<file path="config.mk">
export PLATFORM = sky130hd
export DESIGN_NAME = pipeline_ctrl_sequencer_flat
export DESIGN_NICKNAME = d
export VERILOG_FILES = /design/src/rtl/pipeline_ctrl_sequencer_if.sv /design/src/rtl/pipeline_ctrl_sequencer.sv /design/src/flat_wrapper.sv
export SDC_FILE = /design/constraint.sdc
export NUM_CORES = 1
export LEC_CHECK = 0
export CAP_MARGIN = 25
export CORE_UTILIZATION = 51
export CTS_BUF_LIST = sky130_fd_sc_hd__clkbuf_8
export CTS_CLUSTER_SIZE = 14
export DETAILED_ROUTE_END_ITERATION = 7
export PLACE_DENSITY_LB_ADDON = 0.05
export SKIP_LAST_GASP = 1
export SLEW_MARGIN = 10
export SYNTH_ARGS = -nofsm -noshare
export SYNTH_HDL_FRONTEND = slang
export SYNTH_SLANG_ARGS = --single-unit
</file>
<file path="constraint.sdc">
create_clock -name clk -period 4.8 [get_ports clk]
set_input_delay 0.96 -clock clk [delete_from_list [all_inputs] [get_ports clk]]
set_output_delay 0.96 -clock clk [all_outputs]
set_load 0.05 [all_outputs]
</file>
<file path="src/rtl/pipeline_ctrl_sequencer_if.sv">
// Handshake and status bundle between the pipeline control sequencer and
// the pipeline datapath / hazard unit / memory ports.
interface pipeline_ctrl_sequencer_if #(
  parameter int unsigned CNT_W = 32
);
  // Condition inputs into the sequencer
  logic             hazard_stall_in;
  logic             branch_taken_in;
  logic             dmem_req_in;
  logic             dmem_ready_in;
  logic             imem_ready_in;
  logic             cnt_clear_in;
  // Per-stage controls out of the sequencer
  logic             pc_write_out;
  logic             ifid_write_out;
  logic             ifid_flush_out;
  logic             idex_write_out;
  logic             idex_bubble_out;
  logic             exmem_write_out;
  logic             memwb_bubble_out;
  // Status and performance counters
  logic             mem_timeout_out;
  logic [1:0]       state_out;
  logic [CNT_W-1:0] stall_cnt_out;
  logic [CNT_W-1:0] flush_cnt_out;
  logic [CNT_W-1:0] memwait_cnt_out;

  // Side that raises conditions and consumes the controls
  modport master (
    output hazard_stall_in, branch_taken_in, dmem_req_in, dmem_ready_in, imem_ready_in,
           cnt_clear_in,
    input  pc_write_out, ifid_write_out, ifid_flush_out, idex_write_out, idex_bubble_out,
           exmem_write_out, memwb_bubble_out, mem_timeout_out, state_out, stall_cnt_out,
           flush_cnt_out, memwait_cnt_out
  );

  // The sequencer itself
  modport slave (
    input  hazard_stall_in, branch_taken_in, dmem_req_in, dmem_ready_in, imem_ready_in,
           cnt_clear_in,
    output pc_write_out, ifid_write_out, ifid_flush_out, idex_write_out, idex_bubble_out,
           exmem_write_out, memwb_bubble_out, mem_timeout_out, state_out, stall_cnt_out,
           flush_cnt_out, memwait_cnt_out
  );
endinterface

</file>
<file path="src/rtl/pipeline_ctrl_sequencer.sv">
// Central stall/flush sequencer for the 5-stage RV32 pipeline. Merges hazard
// stall, branch redirect and memory wait conditions into prioritised per-stage
// write-enable / flush / bubble controls, flags data-memory timeouts and keeps
// saturating stall, flush and memory-wait counters.
module pipeline_ctrl_sequencer #(
  parameter int unsigned CNT_W       = 32,
  parameter int unsigned MEM_TIMEOUT = 16  // expected >= 2
) (
  input  logic                            clk,
  input  logic                            reset,
  pipeline_ctrl_sequencer_if.slave        bus
);

  localparam int unsigned     WaitW    = $clog2(MEM_TIMEOUT) + 1;
  localparam logic [WaitW-1:0] WaitLast = WaitW'(MEM_TIMEOUT - 1);

  typedef enum logic [1:0] {
    StInit    = 2'd0,
    StRun     = 2'd1,
    StMemWait = 2'd2
  } state_e;

  state_e           state_q, state_d;
  logic [WaitW-1:0] wait_q, wait_d;
  logic             timeout_q, timeout_d;
  logic [CNT_W-1:0] stall_cnt_q, stall_cnt_d;
  logic [CNT_W-1:0] flush_cnt_q, flush_cnt_d;
  logic [CNT_W-1:0] memwait_cnt_q, memwait_cnt_d;

  logic pc_write, ifid_write, ifid_flush, idex_write, idex_bubble, exmem_write, memwb_bubble;
  logic freeze, stall_apply, flush_apply;

  function automatic logic [CNT_W-1:0] sat_inc(logic [CNT_W-1:0] v, logic en);
    return (en && (v != '1)) ? v + 1'b1 : v;
  endfunction

  // Prioritised control decode and next-state selection
  always_comb begin
    pc_write     = 1'b1;
    ifid_write   = 1'b1;
    ifid_flush   = 1'b0;
    idex_write   = 1'b1;
    idex_bubble  = 1'b0;
    exmem_write  = 1'b1;
    memwb_bubble = 1'b0;
    freeze       = 1'b0;
    stall_apply  = 1'b0;
    state_d      = state_q;
    unique case (state_q)
      StRun, StMemWait: begin
        // Once waiting, only the ready strobe releases the freeze
        freeze = (state_q == StMemWait) ? ~bus.dmem_ready_in
                                        : (bus.dmem_req_in & ~bus.dmem_ready_in);
        if (freeze) begin
          pc_write     = 1'b0;
          ifid_write   = 1'b0;
          idex_write   = 1'b0;
          exmem_write  = 1'b0;
          memwb_bubble = 1'b1;
          state_d      = StMemWait;
        end else begin
          state_d = StRun;
          if (bus.hazard_stall_in) begin
            // Branch operands not valid yet, so a taken branch is ignored here
            pc_write    = 1'b0;
            ifid_write  = 1'b0;
            idex_bubble = 1'b1;
            stall_apply = 1'b1;
          end else if (bus.branch_taken_in) begin
            // Redirect wins over a missing fetch; that fetch is abandoned
            ifid_flush = 1'b1;
          end else if (!bus.imem_ready_in) begin
            pc_write   = 1'b0;
            ifid_flush = 1'b1;
          end
        end
      end
      default: begin
        // Post-reset hold cycle (also absorbs the unused encoding)
        pc_write     = 1'b0;
        ifid_write   = 1'b0;
        ifid_flush   = 1'b1;
        idex_write   = 1'b0;
        idex_bubble  = 1'b1;
        exmem_write  = 1'b0;
        memwb_bubble = 1'b1;
        state_d      = StRun;
      end
    endcase
  end

  assign flush_apply = ifid_flush & (state_q != StInit);

  // Consecutive MEM_WAIT cycle counter and sticky timeout flag
  always_comb begin
    wait_d    = '0;
    timeout_d = timeout_q;
    if ((state_q == StMemWait) && !bus.dmem_ready_in) begin
      wait_d = (wait_q == WaitLast) ? wait_q : wait_q + 1'b1;
      if (wait_d == WaitLast) begin
        timeout_d = 1'b1;
      end
    end
  end

  // Saturating performance counters; clear beats increment
  always_comb begin
    stall_cnt_d   = sat_inc(stall_cnt_q, stall_apply);
    flush_cnt_d   = sat_inc(flush_cnt_q, flush_apply);
    memwait_cnt_d = sat_inc(memwait_cnt_q, freeze);
    if (bus.cnt_clear_in) begin
      stall_cnt_d   = '0;
      flush_cnt_d   = '0;
      memwait_cnt_d = '0;
    end
  end

  // State, wait counter, error flag and counter registers
  always_ff @(posedge clk or posedge reset) begin
    if (reset) begin
      state_q       <= StInit;
      wait_q        <= '0;
      timeout_q     <= 1'b0;
      stall_cnt_q   <= '0;
      flush_cnt_q   <= '0;
      memwait_cnt_q <= '0;
    end else begin
      state_q       <= state_d;
      wait_q        <= wait_d;
      timeout_q     <= timeout_d;
      stall_cnt_q   <= stall_cnt_d;
      flush_cnt_q   <= flush_cnt_d;
      memwait_cnt_q <= memwait_cnt_d;
    end
  end

  assign bus.pc_write_out     = pc_write;
  assign bus.ifid_write_out   = ifid_write;
  assign bus.ifid_flush_out   = ifid_flush;
  assign bus.idex_write_out   = idex_write;
  assign bus.idex_bubble_out  = idex_bubble;
  assign bus.exmem_write_out  = exmem_write;
  assign bus.memwb_bubble_out = memwb_bubble;
  assign bus.mem_timeout_out  = timeout_q;
  assign bus.state_out        = state_q;
  assign bus.stall_cnt_out    = stall_cnt_q;
  assign bus.flush_cnt_out    = flush_cnt_q;
  assign bus.memwait_cnt_out  = memwait_cnt_q;

endmodule

</file>
<file path="src/flat_wrapper.sv">
// flat-port wrapper written by rule: the top's interface ports become plain ports
module pipeline_ctrl_sequencer_flat 
#(
  parameter int unsigned CNT_W       = 32,
  parameter int unsigned MEM_TIMEOUT = 16                  
)
  (clk, reset, bus_hazard_stall_in, bus_branch_taken_in, bus_dmem_req_in, bus_dmem_ready_in, bus_imem_ready_in, bus_cnt_clear_in, bus_pc_write_out, bus_ifid_write_out, bus_ifid_flush_out, bus_idex_write_out, bus_idex_bubble_out, bus_exmem_write_out, bus_memwb_bubble_out, bus_mem_timeout_out, bus_state_out, bus_stall_cnt_out, bus_flush_cnt_out, bus_memwait_cnt_out);
  pipeline_ctrl_sequencer_if #(.CNT_W(CNT_W)) bus_i ();
  input  logic clk;
  input  logic reset;
  input wire logic [$bits(bus_i.hazard_stall_in)-1:0] bus_hazard_stall_in;
  input wire logic [$bits(bus_i.branch_taken_in)-1:0] bus_branch_taken_in;
  input wire logic [$bits(bus_i.dmem_req_in)-1:0] bus_dmem_req_in;
  input wire logic [$bits(bus_i.dmem_ready_in)-1:0] bus_dmem_ready_in;
  input wire logic [$bits(bus_i.imem_ready_in)-1:0] bus_imem_ready_in;
  input wire logic [$bits(bus_i.cnt_clear_in)-1:0] bus_cnt_clear_in;
  output wire logic [$bits(bus_i.pc_write_out)-1:0] bus_pc_write_out;
  output wire logic [$bits(bus_i.ifid_write_out)-1:0] bus_ifid_write_out;
  output wire logic [$bits(bus_i.ifid_flush_out)-1:0] bus_ifid_flush_out;
  output wire logic [$bits(bus_i.idex_write_out)-1:0] bus_idex_write_out;
  output wire logic [$bits(bus_i.idex_bubble_out)-1:0] bus_idex_bubble_out;
  output wire logic [$bits(bus_i.exmem_write_out)-1:0] bus_exmem_write_out;
  output wire logic [$bits(bus_i.memwb_bubble_out)-1:0] bus_memwb_bubble_out;
  output wire logic [$bits(bus_i.mem_timeout_out)-1:0] bus_mem_timeout_out;
  output wire logic [$bits(bus_i.state_out)-1:0] bus_state_out;
  output wire logic [$bits(bus_i.stall_cnt_out)-1:0] bus_stall_cnt_out;
  output wire logic [$bits(bus_i.flush_cnt_out)-1:0] bus_flush_cnt_out;
  output wire logic [$bits(bus_i.memwait_cnt_out)-1:0] bus_memwait_cnt_out;
  assign bus_i.hazard_stall_in = bus_hazard_stall_in;
  assign bus_i.branch_taken_in = bus_branch_taken_in;
  assign bus_i.dmem_req_in = bus_dmem_req_in;
  assign bus_i.dmem_ready_in = bus_dmem_ready_in;
  assign bus_i.imem_ready_in = bus_imem_ready_in;
  assign bus_i.cnt_clear_in = bus_cnt_clear_in;
  assign bus_pc_write_out = bus_i.pc_write_out;
  assign bus_ifid_write_out = bus_i.ifid_write_out;
  assign bus_ifid_flush_out = bus_i.ifid_flush_out;
  assign bus_idex_write_out = bus_i.idex_write_out;
  assign bus_idex_bubble_out = bus_i.idex_bubble_out;
  assign bus_exmem_write_out = bus_i.exmem_write_out;
  assign bus_memwb_bubble_out = bus_i.memwb_bubble_out;
  assign bus_mem_timeout_out = bus_i.mem_timeout_out;
  assign bus_state_out = bus_i.state_out;
  assign bus_stall_cnt_out = bus_i.stall_cnt_out;
  assign bus_flush_cnt_out = bus_i.flush_cnt_out;
  assign bus_memwait_cnt_out = bus_i.memwait_cnt_out;
  pipeline_ctrl_sequencer #(.CNT_W(CNT_W), .MEM_TIMEOUT(MEM_TIMEOUT)) u_core (.clk(clk), .reset(reset), .bus(bus_i));
endmodule
</file>
* Word level (Yosys, flattened, before mapping) *
Cells that the tools add are included.

cells by class
  add/subtract/negate cells = 4
  equality and inequality tests = 7
  muxes and demuxes = 33
  bitwise logic cells = 3
  reductions and logical operators = 11

operators by type and width
  cell                                                             number
  32-bit two-way mux                                               6
  32-bit by 1-bit adder with 32-bit output, second input constant  3
  32-bit inequality test, second input constant                    3
  1-bit two-way mux                                                23
  5-bit by 4-bit == test with 1-bit output, second input constant  2
  5-bit two-way mux                                                2
  2-bit nonzero test                                               4
  5-bit by 1-bit adder with 5-bit output, second input constant    1
  1-bit logical AND                                                4
  2-bit two-way mux                                                2
  1-bit AND                                                        2
  2-bit by 1-bit == test with 1-bit output, second input constant  1
  2-bit == test, second input constant                             1
  2-bit AND reduction                                              1
  2-bit OR reduction                                               1
  1-bit zero test                                                  1
  1-bit NOT                                                        1

word-level totals
  flip-flop bits (word level) = 104
  input port bits = 8
  output and inout bits = 106

* Longest topological paths before layout *
Gate-level depths: netlist (run 1).

  word-level depth = 9
  gate-level depth with buffers = 10
  gate-level depth less buffers = 8

* Worst setup path before layout (run 1) *
OpenSTA, ideal clock, no wires.

  kind = register -> output
  start = register u_core.state_q[0], in the netlist u_core.bus.state_out[0]
  end = output bus_pc_write_out
  arrival time = 2.802 ns
  data required time = 3.840 ns
  slack = 1.038 ns
  stages on the path, launching flop included = 7
  cell sequence = dfrtp_1 inv_1 ha_1 o21bai_1 nand2_1 nor2_1 o21a_1

between the ends
  word-level cells in the longest chain between the ends = 4

ends and longest elaborated chain
  element                   line                                                          RTL
  start: declaration        pipeline_ctrl_sequencer.sv:23                                 state_e state_q, state_d;
  start signal: assignment  pipeline_ctrl_sequencer.sv:121                                state_q <= StInit;
  start signal: assignment  pipeline_ctrl_sequencer.sv:128                                state_q <= state_d;
  2-bit == test             pipeline_ctrl_sequencer.sv:49, pipeline_ctrl_sequencer.sv:52
  1-bit two-way mux         pipeline_ctrl_sequencer.sv:52                                 freeze = (state_q == StMemWait) ? ~bus.dmem_ready_in
  1-bit two-way mux         pipeline_ctrl_sequencer.sv:54                                 if (freeze) begin
  1-bit two-way mux *       pipeline_ctrl_sequencer.sv:49                                 unique case (state_q)
  end: declaration          flat_wrapper.sv:17                                            output wire logic [$bits(bus_i.pc_write_out)-1:0] bus_pc_write_out;

Mark *: on every way between the ends. The rest lies on a longest branch, timed or not.

* Worst setup path after layout (run 1) *
  start = input bus_dmem_ready_in
  end = output bus_ifid_flush_out

between the ends
  word-level cells in the longest chain between the ends = 5

ends and longest elaborated chain
  element              line                                                          RTL
  start: declaration   flat_wrapper.sv:14                                            input wire logic [$bits(bus_i.dmem_ready_in)-1:0] bus_dmem_ready_in;
  1-bit NOT *          pipeline_ctrl_sequencer.sv:52, pipeline_ctrl_sequencer.sv:53
  1-bit AND            pipeline_ctrl_sequencer.sv:53                                 : (bus.dmem_req_in & ~bus.dmem_ready_in);
  1-bit two-way mux *  pipeline_ctrl_sequencer.sv:52
  1-bit two-way mux *  pipeline_ctrl_sequencer.sv:54
  1-bit two-way mux *  pipeline_ctrl_sequencer.sv:49
  end: declaration     flat_wrapper.sv:19                                            output wire logic [$bits(bus_i.ifid_flush_out)-1:0] bus_ifid_flush_out;

Marked as above.

==> results of run 1 <==
## sequential cells by signal, indices dropped and copies added (netlist names)
register and flops:
u_core.wait_q 5, u_core.bus.memwait_cnt_out 32, u_core.bus.state_out 2, u_core.bus.flush_cnt_out 32, u_core.bus.stall_cnt_out 32, u_core.bus.mem_timeout_out 1
## critical path: stages
cell and delay [ns]:
clkdlybuf4s50_1 0.48, o21ba_2 0.23, o31ai_1 0.41, clkdlybuf4s50_1 0.88
## placed cells by master (no fill, tap or decap), types with 3 or more instances in the layout
cell / instances
clkdlybuf4s50_1: 112
dfrtp_1: 104
a21oi_1: 76
nand2_1: 49
or4_1: 39
o31ai_1: 38
nand3_1: 37
or3_1: 37
o21ai_0: 36
nor2_1: 29
nand4_1: 24
inv_1: 16
and4_1: 13
nor3_1: 10
clkbuf_8: 10
and3_1: 9
nor4_1: 9
xor2_1: 8
o21a_1: 7
nor2b_1: 7
and2_1: 6
ha_1: 6
mux2_2: 5
buf_4: 5
o31a_1: 4
o2111ai_1: 4
mux2i_1: 3
or3_2: 3
o31ai_2: 3
xnor2_1: 3
bufinv_16: 3
## routing by layer
metal	vias to the layer above	wire, um	track usage [%]
li1	2687	-	-
met1	2762	6800	37.3
met2	163	7600	43.4
met3	16	869	6.04
met4	0	189	6.47
met5	-	0	0
## cell type report
cell class                 instances  area, sq um  area share (%)
clock buffer                      10          138            1.87
clock inverter                     6          114            1.55
inverter                          18         70.1           0.954
multi-input combinational        494         3070            41.9
sequential                       104         2600            35.4
tap                              140          175            2.39
timing repair buffer             119         1170            15.9
## worst max path at each step
stage	startpoint	endpoint	slack, ns
finish	bus_dmem_ready_in	bus_ifid_flush_out	0.87
global placement	bus_dmem_ready_in	bus_ifid_flush_out	0.87
CTS	bus_dmem_ready_in	bus_ifid_flush_out	0.85
detailed placement	bus_dmem_ready_in	bus_ifid_flush_out	0.85
global route	bus_dmem_ready_in	bus_ifid_flush_out	0.76
floorplan	u_core.bus.state_out[0]	bus_pc_write_out	1.04
## power by group through the flow
| stage | combinational [mW] | sequential (mW) | clock (mW) |
|---|---|---|---|
| 6_report | 0.184 | 0.892 | 0.680 |
| 5_1_grt | 0.199 | 0.894 | 0.725 |
| 4_1_cts | 0.186 | 0.892 | 0.697 |
| 3_5_place_dp | 0.186 | 0.909 | 0 |
| 3_3_place_gp | 0.183 | 0.909 | 0 |
| 2_1_floorplan | 0.103 | 0.931 | 0 |
## cells by family (layout without fill, tap and decap cells)
group                    Yosys count  count (layout)  synth area share [%]
AND/OR/NAND/NOR                  288             288                  28.8
AO/OA/AOI/OAI                    181             181                  19.1
flip-flops                       104             104                  44.5
buffers and inverters             45             153                  3.08
XOR/XNOR                          11              11                  1.65
multiplexers                       8               8                  1.48
adder cells (fa/ha/maj)            6               6                  1.29
==> impl_metrics.env, run 1 <==
export IMPL_preCtsSetupSlack_ns=0.852
export IMPL_final_area_sq_um=7340
export IMPL_placementRows=38
export IMPL_synth_top_area_cell="dfrtp_1"
export IMPL_power_clock_fraction_pct=38.7
export IMPL_seq_area_frac_synth_pct=44.5
export IMPL_detailedRoute_firstIterationViolations=398
export IMPL_slew_headroom_pct=33.6
export IMPL_final_setup_viol_count=0
export IMPL_ys_warn_count=0
export IMPL_fill_cells=906
export IMPL_period_needed_ns=3.93
export IMPL_area_of_the_die_sq_um=11900
export IMPL_clock_tree_root_cell="clkbuf_8"
export IMPL_core_sq_um=11000
export IMPL_cts_buffers=9
export IMPL_total_vias_in_the_final_route=5628
export IMPL_fin_tns_setup_ns=0
export IMPL_grt_total_usage_pct=27.1
export IMPL_finish_utilization_pct=66.8
export IMPL_cap_viol_max_count=0
export IMPL_synth_top_cells_by_area="dfrtp_1 45%, a21oi_1 6.5%, or4_1 5.0%"
export IMPL_cts_hold_buffers_added=0
export IMPL_floorplan_die_height_um=109
export IMPL_post_synth_inst_count=643
export IMPL_detailed_place_area_sq_um=7090
export IMPL_r2r_worst_path_cells=8
export IMPL_final_net_count=760
export IMPL_router_iterations_before_antenna_repair=5
export IMPL_synth_cell_area_sq_um=5840
export IMPL_worst_slack_ns=0.873
export IMPL_crit_path_end_kind="output pin"
export IMPL_slew_violations=0
export IMPL_max_freq_ghz=0.255
export IMPL_setup_crit_start_kind="input port"
export IMPL_power_density_cell_area_nw_per_um2=239
export IMPL_initial_antenna_violation_count=0
export IMPL_clock_path_buffers=2
export IMPL_timing_hold_worst_class="reg -> reg"
export IMPL_synthArstFlopShare_pct=100
export IMPL_critical_path_reg2reg_endpoint="u_core.bus.memwait_cnt_out[4]"
export IMPL_power_mw=1.76
export IMPL_hold_path_end="u_core.bus.mem_timeout_out"
export IMPL_worst_setup_path_type="in -> out"
export IMPL_count_of_state_elements_after_synthesis=104
export IMPL_hpwlAfterDp_mm=10.6
export IMPL_rsz0062_at_grt="false"
export IMPL_crit_path_max_fanout=7
export IMPL_clk_pin_slew_worst_paths_ns=0.10
export IMPL_power_sequential_fraction_pct=50.8
export IMPL_clk_latency_ns=0.38
export IMPL_synth_main_ff_cell="dfrtp_1"
export IMPL_synth_commonest_cells="104 x dfrtp_1, 76 x a21oi_1, 49 x nand2_1"
export IMPL_p_sw_mw=0.462
export IMPL_remaining_drc_errors=0
export IMPL_synth_fp_nets=657
export IMPL_share_of_layout_cells_above_drive_strength_1_pct=6.52
export IMPL_routed_wl_mm=15.5
export IMPL_worst_hold_check_slack_ns=0.500
export IMPL_placedCellCount=874
export IMPL_io_buffer_count=113
export IMPL_fin_worst_skew_ns=0.0109
export IMPL_clock_tree_htree_level_count=3
export IMPL_min_from="u_core.bus.mem_timeout_out"
export IMPL_io_pins=114
export IMPL_syn_area_per_cell_sq_um=9.09
export IMPL_grt_max_degree=95
export IMPL_dieWidth_um=109
export IMPL_grt_pass1_wl_mm=25.3
export IMPL_static_leakage_power_nw=2.67
export IMPL_antenna_diode_count=0
export IMPL_max_vdd_ir_drop_mv=0.196
export IMPL_regToRegSetupSlack_ns=1.93
export IMPL_critical_path_at_ns=2.97
export IMPL_tritoncts_clock_tree="built"
export IMPL_outcome="completed"
export IMPL_sw_frac_of_total_pct=26.3
export IMPL_detail_route_antenna_nets=0
export IMPL_worst_endpoint_required_ns=3.84
export IMPL_via_per_inst=6.32
export IMPL_layoutNonFillerInstCount=891
export IMPL_cts_sinks=104
export IMPL_final_hold_viol_count=0
export IMPL_yosys_cell_types_count=56
export IMPL_number_of_enable_flip_flop_cells_after_synthesis=0
export IMPL_area_growth_syn_to_layout_pct=25.7
export IMPL_gp_routability_congestion=0.864
export IMPL_yosysMostFrequentCell="dfrtp_1"
export IMPL_share_comb_of_total_power_pct=10.5
export IMPL_synthDominantCellAreaShare_pct=44.5
export IMPL_worst_hold_path_num_cells=1
export IMPL_p_int_mw=1.29
export IMPL_wire_length_per_cell_after_detailed_routing_um=17.3
export IMPL_residual_overflow_from_global_routing=0
export IMPL_period_utilization_post_route_pct=81.8
export IMPL_number_of_global_route_vias_before_repair=5104
export IMPL_ctsResizeCount=0
export IMPL_cts_post_setup_buffers_inserted=0
export IMPL_timing_rr_start="u_core.bus.state_out[0]"
export IMPL_timing_worst_slew_pin_value_ns=0.996
export IMPL_initial_core_util_pct=53.2
Power figures use the tool's default switching activity.
==> inputs of run 2 (changes only) <==
- clock period: 4.8 -> 4.1 ns (I/O delays scaled with it)
==> run 2 against run 1 <==
Compared with the run above:
- total power up 13%
- clock power up 5.7%
- count of clock-buffer cells in the layout down 1
- flip-flop and latch count unchanged
- critical path depth unchanged
- critical path type unchanged
- critical endpoint unchanged
- largest power group unchanged
==> impl_metrics.env, run 2 (synthesized netlist as in run 1, its figures left out) <==
export IMPL_outcome="completed"
export IMPL_dieWidth_um=109
export IMPL_worst_slack_ns=0.458
export IMPL_slew_headroom_pct=43.4
export IMPL_met1Wirelength_mm=6.84
export IMPL_residual_overflow_from_global_routing=0
export IMPL_final_net_count=760
export IMPL_initial_antenna_violation_count=0
export IMPL_clock_tree_root_cell="clkbuf_8"
export IMPL_max_freq_ghz=0.275
export IMPL_clk_pin_slew_worst_paths_ns=0.09
export IMPL_total_vias_in_the_final_route=5676
export IMPL_max_vdd_ir_drop_mv=0.222
export IMPL_multi_input_area_sq_um=3070
export IMPL_ctsResizeCount=0
export IMPL_power_density_cell_area_nw_per_um2=271
export IMPL_grt_max_degree=71
export IMPL_cts_post_setup_buffers_inserted=0
export IMPL_grt_pass1_wl_mm=25.3
export IMPL_grt_total_usage_pct=27.0
export IMPL_setup_crit_start_kind="input port"
export IMPL_area_of_the_die_sq_um=11900
export IMPL_clock_path_buffers=2
export IMPL_antenna_diode_count=0
export IMPL_floorplan_die_height_um=109
export IMPL_number_of_global_route_vias_before_repair=5245
export IMPL_routed_wl_mm=15.5
export IMPL_cts_sinks=104
export IMPL_io_pins=114
export IMPL_placementRows=38
export IMPL_detailedRoute_firstIterationViolations=333
export IMPL_wl_met3_um=776
export IMPL_remaining_drc_errors=0
export IMPL_final_setup_viol_count=0
export IMPL_io_buffer_count=113
export IMPL_finish_utilization_pct=66.7
export IMPL_crit_path_max_fanout=7
export IMPL_worst_setup_path_type="in -> out"
export IMPL_detail_route_antenna_nets=0
export IMPL_register_area_sq_um=2600
export IMPL_cts_hold_buffers_added=0
export IMPL_detailroute_wirelength_met2_mm=7.64
export IMPL_top_layer="met4"
export IMPL_timing_hold_worst_class="reg -> reg"
export IMPL_period_needed_ns=3.64
export IMPL_worst_endpoint_required_ns=3.28
export IMPL_fill_cells=925
export IMPL_gp_routability_congestion=0.846
export IMPL_critical_path_at_ns=2.82
export IMPL_initial_core_util_pct=53.2
export IMPL_via_per_inst=6.37
export IMPL_rsz0062_at_grt="false"
export IMPL_hpwlAfterDp_mm=10.8
export IMPL_period_utilization_post_route_pct=88.8
export IMPL_preCtsSetupSlack_ns=0.486
export IMPL_clk_latency_ns=0.39
export IMPL_final_common_cell="clkdlybuf4s50_1"
export IMPL_cap_viol_max_count=0
export IMPL_crit_path_end_kind="output pin"
export IMPL_timing_worst_slew_pin_value_ns=0.841
export IMPL_fin_worst_skew_ns=0.00953
export IMPL_wire_length_per_cell_after_detailed_routing_um=17.4
export IMPL_fin_tns_setup_ns=0
export IMPL_share_of_layout_cells_above_drive_strength_1_pct=6.39
export IMPL_static_leakage_power_nw=2.67
export IMPL_tritoncts_clock_tree="built"
export IMPL_core_sq_um=11000
export IMPL_layout_cells_most_common_list="112 x clkdlybuf4s50_1, 104 x dfrtp_1, 76 x a21oi_1"
export IMPL_cts_buffers=9
export IMPL_slew_violations=0
export IMPL_worst_hold_check_slack_ns=0.511
export IMPL_clock_tree_htree_level_count=3
export IMPL_area_growth_syn_to_layout_pct=25.4
export IMPL_final_hold_viol_count=0
export IMPL_router_iterations_before_antenna_repair=6
[run 2: worst max-delay path, cell delays in order]
cell,delay (ns)
clkdlybuf4s50_1,0.49
o21ba_2,0.24
o31ai_1,0.38
clkdlybuf4s50_1,0.89
[run 2: cell type report]
class                   count  area share [%]
inverters                  18           0.957
flip-flops and latches    104            35.5
well taps                 140            2.39
clock inverters             7            1.32
multi-input cells         494            42.0
repair buffers            119            16.1
clock buffers               9            1.69
[run 2: worst paths after layout]
| path | to | slack (ns) | cells after the start | from |
|---|---|---|---|---|
| worst max-delay path | bus_ifid_flush_out | 0.46 | 4 | bus_dmem_ready_in |
| worst min-delay path | u_core.bus.mem_timeout_out | 0.51 | 1 | u_core.bus.mem_timeout_out |
| worst max register to register | u_core.bus.memwait_cnt_out[28] | 1.20 | 6 | u_core.bus.memwait_cnt_out[0] |
| worst min register to register | u_core.bus.mem_timeout_out | 0.51 | 1 | u_core.bus.mem_timeout_out |
| max in group asynchronous | u_core.bus.flush_cnt_out[1] | 2.49 | 3 | reset |
| min in group asynchronous | u_core.bus.stall_cnt_out[21] | 0.88 | 2 | reset |
[run 2: metrics by stage]
stage	instances	power, mW	cell area [sq um]
floorplan	643	1.21	5840
global placement	874	1.28	7100
detailed placement	874	1.29	7100
CTS	890	2.00	7320
global route	891	2.06	7320
finish	891	1.98	7320
[run 2: per-layer routing]
metal | global-route usage [%] | up-vias
met4 | 7.53 | 0
li1 | - | 2680
met5 | 0 | -
met3 | 5.74 | 20
met2 | 45.1 | 169
met1 | 35.4 | 2807
[run 2: power breakdown]
part | internal, mW | total [mW] | switching [mW] | leakage [nW]
clock network | 0.345 | 0.719 | 0.374 | 0.107
registers | 1.03 | 1.04 | 0.0117 | 1.45
logic | 0.0599 | 0.219 | 0.159 | 1.12
